==> src/rtl/br_update_queue_pkg.sv <==
// FetchUnitTypes: types shared by the fetch unit and the branch update path.
// Holds the BrUpdateEntry record that a resolved branch carries to the PAp
// pattern-history table, and the default depth of the branch update queue.
// The package has no ports.
package FetchUnitTypes;

  localparam int PHT_PAP_BITS              = 8;
  localparam int PAP_PHT_ENTRY_BITS        = 2;
  localparam int BR_HISTORY_BITS           = 4;
  localparam int BR_UPDATE_QUEUE_ENTRY_NUM = 8;

  typedef logic [PHT_PAP_BITS-1:0]       PAP_PHT_IndexPath;
  typedef logic [PAP_PHT_ENTRY_BITS-1:0] PAP_PHT_ENTRY;

  typedef struct packed {
    PAP_PHT_IndexPath             index;
    PAP_PHT_ENTRY                 prev_counter;
    logic [BR_HISTORY_BITS-1:0]   history;
    logic                         exec_taken;
    logic                         is_cond_br;
    logic                         mispred;
  } BrUpdateEntry;

  localparam int BR_UPDATE_ENTRY_BITS = $bits(BrUpdateEntry);

endpackage

==> src/rtl/br_update_queue_select.sv <==
// br_update_select: combinational drain-candidate conflict check.
// Walks the candidates in order from the queue head and issues each one only
// while every earlier candidate issued and its PHT bank and index differ from
// all issued ones, so the issue mask is always a contiguous run from lane 0.
// Ports:
//   cand_valid  in  OUT_WIDTH             candidate k is present
//   cand_index  in  OUT_WIDTH*INDEX_BITS  PHT index of each candidate
//   issue       out OUT_WIDTH             candidates that drain this cycle
//   issue_count out clog2(OUT_WIDTH+1)    number of issued candidates
module br_update_select #(
  parameter int OUT_WIDTH  = 2,
  parameter int INDEX_BITS = 8,
  parameter int BANK_BITS  = 1
) (
  input  logic [OUT_WIDTH-1:0]            cand_valid,
  input  logic [OUT_WIDTH*INDEX_BITS-1:0] cand_index,
  output logic [OUT_WIDTH-1:0]            issue,
  output logic [$clog2(OUT_WIDTH+1)-1:0]  issue_count
);

  localparam int ISSUE_BITS = $clog2(OUT_WIDTH+1);

  logic                  chain;
  logic                  ok;
  logic [INDEX_BITS-1:0] idx_k;
  logic [INDEX_BITS-1:0] idx_j;

  // Because issue is strictly in order, every j < k has issued whenever the
  // chain is still alive, so comparing against all earlier lanes suffices.
  always_comb begin
    issue       = '0;
    issue_count = '0;
    chain       = 1'b1;
    ok          = 1'b0;
    idx_k       = '0;
    idx_j       = '0;
    for (int k = 0; k < OUT_WIDTH; k++) begin
      ok    = chain & cand_valid[k];
      idx_k = cand_index[k*INDEX_BITS +: INDEX_BITS];
      for (int j = 0; j < k; j++) begin
        idx_j = cand_index[j*INDEX_BITS +: INDEX_BITS];
        if ((idx_k[BANK_BITS-1:0] == idx_j[BANK_BITS-1:0]) || (idx_k == idx_j)) begin
          ok = 1'b0;
        end
      end
      issue[k] = ok;
      chain    = ok;
      if (ok) begin
        issue_count = issue_count + ISSUE_BITS'(1);
      end
    end
  end

endmodule

==> src/rtl/br_update_queue.sv <==
// br_update_queue: buffers resolved branch results from the integer issue
// lanes and drains them into the multi-bank PAp PHT write ports. Entries that
// would collide on a bank or index are deferred to a later cycle, never
// dropped, so updates to one PHT index stay in order.
// Optional feature: define BR_UPDATE_QUEUE_BYPASS_EN to let valid inputs
// drain in the same cycle while the queue is empty; otherwise every entry is
// stored first and outputs depend on registered state only.
// Ports:
//   clk, rst   in  clock, asynchronous active-high reset
//   in_valid   in  IN_WIDTH               per-lane resolved-branch strobe
//   in_entry   in  IN_WIDTH*entry bits    lane payloads (lane 0 in low bits)
//   in_ready   out 1                      room for a full set of lanes
//   out_valid  out OUT_WIDTH              per-lane PHT write strobe
//   out_entry  out OUT_WIDTH*entry bits   PHT write payloads (zero when idle)
//   count      out clog2(ENTRY_NUM+1)     occupancy
//   overflow   out 1                      sticky: input arrived while not ready
module br_update_queue
  import FetchUnitTypes::*;
#(
  parameter int ENTRY_NUM  = BR_UPDATE_QUEUE_ENTRY_NUM,
  parameter int IN_WIDTH   = 2,
  parameter int OUT_WIDTH  = 2,
  parameter int INDEX_BITS = PHT_PAP_BITS,
  parameter int BANK_BITS  = 1
) (
  input  logic                                  clk,
  input  logic                                  rst,
  input  logic [IN_WIDTH-1:0]                   in_valid,
  input  logic [IN_WIDTH*BR_UPDATE_ENTRY_BITS-1:0]  in_entry,
  output logic                                  in_ready,
  output logic [OUT_WIDTH-1:0]                  out_valid,
  output logic [OUT_WIDTH*BR_UPDATE_ENTRY_BITS-1:0] out_entry,
  output logic [$clog2(ENTRY_NUM+1)-1:0]        count,
  output logic                                  overflow
);

  localparam int PTR_BITS   = $clog2(ENTRY_NUM);
  localparam int CNT_BITS   = $clog2(ENTRY_NUM+1);
  localparam int ISSUE_BITS = $clog2(OUT_WIDTH+1);
  localparam int EB         = BR_UPDATE_ENTRY_BITS;
  localparam logic [CNT_BITS-1:0] READY_LIMIT = CNT_BITS'(ENTRY_NUM - IN_WIDTH);

  BrUpdateEntry                  storage [ENTRY_NUM];
  logic [PTR_BITS-1:0]           head;
  logic [PTR_BITS-1:0]           tail;
  logic [CNT_BITS-1:0]           lane_slot [IN_WIDTH];
  logic [PTR_BITS-1:0]           lane_offset [IN_WIDTH];
  logic [IN_WIDTH-1:0]           lane_write;
  logic [CNT_BITS-1:0]           valid_count;
  logic [CNT_BITS-1:0]           enq_num;
  logic [CNT_BITS-1:0]           deq_num;
  logic                          do_enq;
  BrUpdateEntry                  cand [OUT_WIDTH];
  logic [OUT_WIDTH-1:0]          cand_valid;
  logic [OUT_WIDTH*INDEX_BITS-1:0] cand_index;
  logic [OUT_WIDTH-1:0]          issue;
  logic [ISSUE_BITS-1:0]         issue_count;

  // Ready looks only at the registered count, so a same-cycle drain does not
  // open up room until the next cycle.
  assign in_ready = (count <= READY_LIMIT);
  assign do_enq   = in_ready & (|in_valid);

  // Compaction: each valid lane's position among the valid lanes, lane 0 first.
  always_comb begin
    valid_count = '0;
    for (int i = 0; i < IN_WIDTH; i++) begin
      lane_slot[i] = valid_count;
      if (in_valid[i]) begin
        valid_count = valid_count + CNT_BITS'(1);
      end
    end
  end

`ifdef BR_UPDATE_QUEUE_BYPASS_EN
  logic                bypass_active;
  logic [CNT_BITS-1:0] bypass_skip;
  BrUpdateEntry        comp [OUT_WIDTH];

  assign bypass_active = (count == '0);
  assign bypass_skip   = bypass_active ? CNT_BITS'(issue_count) : '0;
  assign deq_num       = bypass_active ? '0 : CNT_BITS'(issue_count);

  // Compacted inputs presented as candidates while the queue is empty.
  always_comb begin
    for (int s = 0; s < OUT_WIDTH; s++) begin
      comp[s] = '0;
      for (int i = 0; i < IN_WIDTH; i++) begin
        if (in_valid[i] && (lane_slot[i] == CNT_BITS'(s))) begin
          comp[s] = in_entry[i*EB +: EB];
        end
      end
    end
  end

  // Inputs that issued straight out are not stored; the rest close up behind tail.
  always_comb begin
    for (int i = 0; i < IN_WIDTH; i++) begin
      lane_write[i]  = do_enq & in_valid[i] & (lane_slot[i] >= bypass_skip);
      lane_offset[i] = PTR_BITS'(lane_slot[i] - bypass_skip);
    end
  end

  assign enq_num = do_enq ? (valid_count - bypass_skip) : '0;
`else
  assign deq_num = CNT_BITS'(issue_count);

  always_comb begin
    for (int i = 0; i < IN_WIDTH; i++) begin
      lane_write[i]  = do_enq & in_valid[i];
      lane_offset[i] = PTR_BITS'(lane_slot[i]);
    end
  end

  assign enq_num = do_enq ? valid_count : '0;
`endif

  // Candidate k is the entry at head+k; the pointer sum wraps naturally.
  always_comb begin
    cand_index = '0;
    for (int k = 0; k < OUT_WIDTH; k++) begin
      cand[k]       = storage[head + PTR_BITS'(k)];
      cand_valid[k] = (CNT_BITS'(k) < count);
`ifdef BR_UPDATE_QUEUE_BYPASS_EN
      if (bypass_active) begin
        cand[k]       = comp[k];
        cand_valid[k] = (CNT_BITS'(k) < valid_count);
      end
`endif
      cand_index[k*INDEX_BITS +: INDEX_BITS] = INDEX_BITS'(cand[k].index);
    end
  end

  br_update_select #(
    .OUT_WIDTH  (OUT_WIDTH),
    .INDEX_BITS (INDEX_BITS),
    .BANK_BITS  (BANK_BITS)
  ) u_select (
    .cand_valid  (cand_valid),
    .cand_index  (cand_index),
    .issue       (issue),
    .issue_count (issue_count)
  );

  // Payload is zeroed on idle lanes so a reset queue shows all-zero outputs.
  always_comb begin
    out_valid = issue;
    out_entry = '0;
    for (int k = 0; k < OUT_WIDTH; k++) begin
      if (issue[k]) begin
        out_entry[k*EB +: EB] = cand[k];
      end
    end
  end

  // Entry storage is deliberately not reset; head/tail/count define validity.
  always_ff @(posedge clk) begin
    for (int i = 0; i < IN_WIDTH; i++) begin
      if (lane_write[i]) begin
        storage[tail + lane_offset[i]] <= in_entry[i*EB +: EB];
      end
    end
  end

  always_ff @(posedge clk or posedge rst) begin
    if (rst) begin
      head     <= '0;
      tail     <= '0;
      count    <= '0;
      overflow <= 1'b0;
    end else begin
      head  <= head + PTR_BITS'(deq_num);
      tail  <= tail + PTR_BITS'(enq_num);
      count <= count + enq_num - deq_num;
      if ((|in_valid) && !in_ready) begin
        overflow <= 1'b1;
      end
    end
  end

endmodule

==> config.mk <==
export PLATFORM = sky130hd
export DESIGN_NAME = br_update_queue
export DESIGN_NICKNAME = d
export VERILOG_FILES = /design/src/rtl/br_update_queue_pkg.sv /design/src/rtl/br_update_queue_select.sv /design/src/rtl/br_update_queue.sv
export SDC_FILE = /design/constraint.sdc
export NUM_CORES = 1
export LEC_CHECK = 0
export BUFFER_PORTS_ARGS = -buffer_cell sky130_fd_sc_hd__buf_2
export CAP_MARGIN = 25
export CELL_PAD_IN_SITES_DETAIL_PLACEMENT = 0
export CELL_PAD_IN_SITES_GLOBAL_PLACEMENT = 1
export CORE_UTILIZATION = 46
export CTS_CLUSTER_SIZE = 20
export DETAILED_ROUTE_END_ITERATION = 16
export PLACE_DENSITY = 0.82
export SYNTH_ARGS = -nofsm -noshare
export SYNTH_HDL_FRONTEND = slang
export SYNTH_SLANG_ARGS = --single-unit
==> constraint.sdc <==
create_clock -name clk -period 3.6 [get_ports clk]
set_input_delay 0.72 -clock clk [delete_from_list [all_inputs] [get_ports clk]]
set_output_delay 0.72 -clock clk [all_outputs]
set_load 0.02 [all_outputs]
==> Word-level counts from Yosys, hierarchy flattened <==
Memory sizes are Yosys's and may differ from the RTL's.
Cells that the tools add are included.
{ "totals": {"n_memories": 1, "ram_bits": 136, "ff_bits": 11, "wordCells": 38, "inputBits": 38, "out_inout_bits": 42} }
{ "op_classes": {"n_eq_ne": 2, "n_addsub": 8, "bitwise_logic": 4, "n_mux": 12, "order_cmp": 3, "reduce_logical": 4} }
{ "memory_table": {"columns": ["name", "words", "width", "read_ports", "rd_ports_with_merged_regs", "wr", "line", "source"], "rows": [
  ["storage", 8, 17, 2, 0, 2, "br_update_queue.sv:43", "BrUpdateEntry storage [ENTRY_NUM];"]
]} }
{ "op_table": {"columns": ["operator", "n"], "rows": [
  ["17-bit two-way mux", 2],
  ["8-bit equality test", 1],
  ["1-bit by 4-bit < comparator with 1-bit output (first input constant)", 2],
  ["4-bit two-way mux", 2],
  ["1-bit two-way mux", 7],
  ["3-bit adder", 2],
  ["4-bit by 1-bit adder with 4-bit output (second input constant)", 1],
  ["4-bit adder", 1],
  ["1-bit AND", 4],
  ["4-bit by 3-bit less-or-equal comparator with 1-bit output (second input constant)", 1],
  ["4-bit by 2-bit subtractor with 4-bit output", 1],
  ["3-bit by 1-bit adder with 3-bit output (second input constant)", 1],
  ["3-bit by 2-bit adder with 3-bit output", 1],
  ["2-bit by 1-bit adder with 2-bit output (second input constant)", 1],
  ["2-bit two-way mux", 1],
  ["2-bit OR reduction", 1],
  ["1-bit equality test", 1],
  ["1-bit logical AND", 1],
  ["1-bit zero test", 1],
  ["1-bit logical OR", 1]
]} }

==> Depth between registers and ports, before layout <==
An unclocked memory read counts as a cell.
{ "logic_depth": {"word_depth": 7, "depth_mapped": 15, "ltp_nobuf": 12} }

==> Cells and area by module <==
A second synthesis with hierarchy kept.
{ "hier_totals": {"cells_unflattened": 651, "hier_area_um2": 9341.5} }
{ "modules_own_cells": {"columns": ["module", "instances", "cells_per_inst", "area_each_um2", "seq_area_each_um2"], "rows": [
  ["br_update_queue", 1, 646, 9298.9, 4359.2],
  ["br_update_select", 1, 5, 42.5, 0.0]
]} }

==> Least setup slack after synthesis <==
OpenSTA, ideal clock, no wires.
{ "synth_path": {"path_type": "register to register", "start": "register count[2]", "end": "register count[3]", "t_required_ps": 3521, "path_stages_with_launch": 16, "arrival_ps": 3591, "setup_time_ps": 79, "synth_period_minus_slack_ps": 3670, "path_buffers": 3, "setup_slack_ps": -70, "cell_sequence": "dfrtp_1 -> inv_1 -> ha_1 -> nor2b_1 -> clkbuf_1 -> nor2b_1 -> clkbuf_1 -> buf_1 -> inv_1 -> ha_1 -> fa_1 -> inv_1 -> ha_1 -> a21o_1 -> a21oi_1 -> xor2_1"} }
{ "synth_between": {"elab_chain_cells": 5, "elab_cells_between_ends": 12, "classes_between": "add/sub: 3; order compare: 3; mux: 4; bitwise: 2"} }
{ "synth_lines": {"columns": ["element", "line", "source"], "rows": [
  ["from (decl)", "br_update_queue.sv:33", "output logic [$clog2(ENTRY_NUM+1)-1:0] count,"],
  ["from (signal assigned)", "br_update_queue.sv:174", "count <= count + enq_num - deq_num;"],
  ["1-bit by 4-bit < comparator with 1-bit output (*)", "br_update_queue.sv:123", "cand_valid[k] = (CNT_BITS'(k) < count);"],
  ["via out_valid[0]", "br_update_queue.sv:31", "output logic [OUT_WIDTH-1:0] out_valid,"],
  ["1-bit two-way mux / 1-bit AND (equally long branches)", "br_update_queue_select.sv:48, br_update_queue_select.sv:38", null],
  ["2-bit by 1-bit adder with 2-bit output / 1-bit two-way mux (equally long branches)", "br_update_queue_select.sv:49, br_update_queue_select.sv:42", null],
  ["2-bit two-way mux (*)", "br_update_queue_select.sv:48", "if (ok) begin"],
  ["4-bit by 2-bit subtractor with 4-bit output (*)", "br_update_queue.sv:174", null]
]} }
The timed path passes the listed nets; every way through them passes the cells marked *.
A chain may end at the register's enable or synchronous reset.

==> Worst setup path after layout <==
{ "layout_path": {"start": "register head[0]", "end": "output port out_entry[32]"} }
{ "layout_between": {"elab_chain_cells": 6, "elab_cells_between_ends": 7, "classes_between": "add/sub: 1; eq/ne: 2; mux: 2; reduce/logical: 1; memory: 1"} }
{ "layout_lines": {"columns": ["element", "line", "source"], "rows": [
  ["from (decl)", "br_update_queue.sv:44", "logic [PTR_BITS-1:0] head;"],
  ["from (signal assigned)", "br_update_queue.sv:172", "head <= head + PTR_BITS'(deq_num);"],
  ["3-bit by 1-bit adder with 3-bit output", "br_update_queue.sv:122", "cand[k] = storage[head + PTR_BITS'(k)];"],
  ["memory 8 x 17 bit (*)", null, null],
  ["8-bit equality test / 1-bit equality test (equally long branches)", "br_update_queue_select.sv:42", "if ((idx_k[BANK_BITS-1:0] == idx_j[BANK_BITS-1:0]) || (idx_k == idx_j)) begin"],
  ["1-bit logical OR", "br_update_queue_select.sv:42", null],
  ["1-bit two-way mux", "br_update_queue_select.sv:42", null],
  ["17-bit two-way mux (*)", "br_update_queue.sv:150", "if (issue[k]) begin"],
  ["to (decl)", "br_update_queue.sv:32", "output logic [OUT_WIDTH*BR_UPDATE_ENTRY_BITS-1:0] out_entry,"]
]} }
Every way passes the cells marked *; elsewhere a longest branch is shown, timed or not.

==> reports/metrics.sh <==
GRT_MAX_DEGREE=41
ROUTEDWLPERCELL_UM=26.0
FINALSETUPVIOLATIONS=0
FIN_SETUP_TNS_NS=0
POWER_FRAC_SEQ=0.242
NUMCTSBUFFERS=17
TIMING.RR.END='count[3]$_DFF_PP0_'
WORST-SLEW-PIN-TRANSITION_NS=0.918
SYNTH.NET_COUNT=591
IO-PIN-COUNT=80
POST-DP-HPWL_UM=14800
STATUS='finished clean'
POWER_PER_CELL_AREA_nW_PER_UM2=1010
TIMING.REG2REG.WORST_PATH_DEPTH=12
GLOBALROUTEMET3UTIL=0.0356
SYNTHESIS.YOSYS.WARNINGS=0
POWER_SWITCHING_mW=4.44
SYNTH-SEQ-CELLS=147
DRT_PRE_ANTENNA_ITERS=7
TIMING.CRITICAL_PATH.FROM_TYPE='flop'
CTS.ROOT.BUFFER_CELL='clkbuf_16'
FLOW.AREA_GROWTH_FROM_SYNTHESIS_PCT=16.6
COMB_POWER_SHARE=0.600
DETAIL-ROUTE-ANTENNA-NETS=0
FIN_SKEW_NS=0.00933
TIMING_HOLD_VIOLATIONS_FINAL=0
WORST_SETUP_HOLD_PATH_CLK_SLEW_NS=0.06
FILLERS=1487
CTS_RESIZED=0
DPL-INSTANCE-AREA_UM2=9670
CHIPWIDTH_UM=140
GR_OVERFLOW_TOTAL=0
NUM_VIAS=5551
TRITONCTS_NUM_SINKS=147
STARTPOINT='head[0]$_DFF_PP0_'
CLOCK_TREE.BUFFER_DEPTH=2
CLKLATENCYLATEPIN_NS=0.44
GLOBAL_ROUTE.PEAK_USAGE_LAYER='met2'
HOLD_FIX_BUFFERS_AT_CTS=0
MAXSLEWVIOLCOUNT=0
SYNTHESIS.AREA_UM2=8780
INTERNAL_POWER_mW=5.86
VDD.IR_DROP.WORST_V=0.000702
PLACE.PORT_BUFFERS=79
WORST-ENDPOINT-ARRIVAL_NS=2.79
MAXCAPVIOLATIONS=0
GRT_PASS1_VIAS=5874
SW_FRAC_OF_TOTAL=0.431
FINALCRITPERIODSHARE=0.974
DIE_H_UM=140
CRITICAL_PATH.CELL_CHAIN='ha_2 -> mux4_2 -> mux2i_4 -> xnor2_2 -> buf_4 -> nor3_1 -> buf_2'
HTREE_LEVELS=4
WL_UM=23000
DETAIL_ROUTE.VIAS_PER_CELL=6.27
WIRE_LENGTH_OF_THE_FIRST_GLOBAL_ROUTING_PASS_UM=35100
CRITPATHKIND='flop to output pin'
DRIVE_ABOVE_1_SHARE=0.577
GLOBALROUTEMET1UTIL=0.332
POST-ROUTE-MIN-PERIOD_NS=3.51
SYN_AVG_CELL_AREA_UM2=16.4
MET2_USAGE=0.413
ANTENNA_FOUND_INITIAL=2
SYNTH_SEQ_AREA_SHARE=0.497
GPL.FINAL_WEIGHTED_CONGESTION=0.830
CRITICAL_PATH.SLOWEST_CELL='dfrtp_4'
CTS_SETUP_BUFFERS=0
DRT_ITER0_DRC=587
STARTING_UTILIZATION_OF_THE_CORE_AREA=0.469
CRITPATHMAXFANOUT=16
DETAIL_ROUTE.DRC_VIOLATIONS=0
CRIT_BUF_INV=2
POWER.LEAKAGE_nW=3.78
WORSTREG2REGSTART='head[0]$_DFF_PP0_'
FLOORPLAN.ROWS=50
GROUTE.USAGE.OVERALL=0.248
WORST-ENDPOINT-REQUIRED_NS=2.88
DIE_AREA_UM2=19600
DESIGN_AREA_UM2=10200
WORST_SLEW_MARGIN_REL=0.388
CP_SLOWEST_STAGE_DELAY_NS=0.52
SYNTHCELLS=535
YOSYSUNIQUECELLTYPES=36
WORST-R2R-SETUP-SLACK_NS=0.17
GRT_SETUP_UNREPAIRED='no'
CLKPWRFRAC=0.157
HOLD_CRIT_CLASS='primary input to asynchronous set/reset pin'
CORE_AREA_UM2=18700
HOLD_SLACK_NS=0.294
TIMING.FMAX_GHz=0.285
CRIT_FAMILY='multiplexers'
NUM-NETS-FINAL=693
CTS_TREE='done'
CRITPATHCAPTURETYPE='output pin'
[worst max-delay path by stage]
stage,endpoint,slack (ns),cells after the start
4_1_cts,out_entry[23],0.03,7
3_5_place_dp,count[3]$_DFF_PP0_,0.12,12
3_3_place_gp,count[3]$_DFF_PP0_,0.21,12
6_report,out_entry[32],0.09,7
2_1_floorplan,count[3]$_DFF_PP0_,0.02,14
5_1_grt,count[3]$_DFF_PP0_,0.02,12
[power groups by stage]
stage               clock network (mW)  registers, mW  logic, mW
global placement                     0           2.49       5.99
finish                            1.62           2.50       6.18
global route                      1.70           2.52       6.60
detailed placement                   0           2.53       6.12
floorplan                            0           2.45       4.27
CTS                               1.64           2.49       6.15
[cell usage after synthesis]
library cell | n | area (µm²)
mux2i_1 | 34 | 340
nor3_1 | 16 | 80.1
fa_1 | 4 | 80.1
a311oi_2 | 2 | 30.0
edfxtp_1 | 136 | 4080
and4_1 | 2 | 17.5
nand3_1 | 1 | 5.00
dfrtp_1 | 11 | 275
nand2b_1 | 2 | 12.5
a21o_1 | 1 | 7.51
nand2_2 | 2 | 12.5
nand4_2 | 2 | 25.0
xnor2_4 | 1 | 27.5
mux4_2 | 68 | 1530
buf_2 | 17 | 85.1
buf_1 | 4 | 15.0
xnor2_1 | 3 | 26.3
o21bai_1 | 5 | 37.5
ha_1 | 14 | 175
nor3b_1 | 1 | 7.51
buf_4 | 8 | 60.1
a21oi_1 | 1 | 5.00
xor2_1 | 4 | 35.0
nand2b_4 | 1 | 13.8
nor2_1 | 20 | 75.1
o31ai_1 | 2 | 15.0
nand2_1 | 3 | 11.3
o21ai_0 | 2 | 10.0
and2_1 | 4 | 25.0
nand3b_1 | 1 | 7.51
or3b_1 | 1 | 8.76
inv_1 | 15 | 56.3
mux2_2 | 136 | 1530
clkbuf_1 | 8 | 30.0
a31oi_1 | 1 | 6.26
nor2b_1 | 2 | 12.5
[placed cells by master (no fill, tap or decap), drive strengths merged]
cell,instances
mux2,136
edfxtp,136
buf,120
mux4,68
mux2i,34
clkbuf,21
nor2,20
nor3,16
inv,15
ha,14
dfrtp,11
clkinv,7
o21bai,5
nand2,5
xor2,4
and2,4
fa,4
xnor2,4
clkinvlp,3
nand2b,3
a311oi,2
and4,2
nand4,2
nor2b,2
o21ai,2
o31ai,2
diode,1
or3b,1
nor3b,1
nand3b,1
nand3,1
a31oi,1
a21o,1
a21oi,1
bufinv,1
[metrics by stage]
stage,util,power (mW),cells,setup slack [ns]
floorplan,-,6.72,535,0.0220
global placement,0.517,8.48,851,0.206
detailed placement,0.517,8.65,851,0.122
CTS,0.545,10.3,883,0.0307
global route,0.547,10.8,884,0.0154
finish,0.547,10.3,885,0.0925
[worst register-to-register path: cells and delay by family, from the launching register on]
family                     cells  cell delay [ns]
and+or+nand+nor                1             0.08
DFF                            1             0.52
adders and majority gates      4             1.50
AOI/OAI and AO/OA              2             0.34
muxes                          2             0.54
buffers and inverters          1             0.06
xor gates and xnor gates       2             0.30
[state kept, by name, indices dropped and copies added (netlist names)]
name and count:
tail 3, head 3, count 4, storage 136
overflow 1
[layer usage]
metal,part of all wire,wire length (µm)
met4,0.017,381
met5,0.00035,8
met1,0.42,9640
met3,0.058,1330
met2,0.51,11600
[logic make-up (layout without fill, tap and decap cells)]
family / count (synthesis) / after routing / share of synthesized area
and+or+nand+nor: 58 / 58 / 0.0358
adders and majority gates: 18 / 18 / 0.0291
buffers and inverters: 52 / 167 / 0.0281
xor gates and xnor gates: 8 / 8 / 0.0101
DFF: 147 / 147 / 0.497
other: 0 / 1 / 0
muxes: 238 / 238 / 0.388
AOI/OAI and AO/OA: 14 / 14 / 0.0127
[cell type report]
class                   instances  area [µm²]  area share
diodes                          1        2.50    0.000244
clock buffers                  21         440      0.0430
clock inverters                11        88.8     0.00868
inverters                      15        56.3     0.00550
multi-input cells             336        4260       0.416
flip-flops and latches        147        4360       0.426
well taps                     234         293      0.0286
repair buffers                120         732      0.0715
Note: power is estimated with default switching activity, not from simulation.
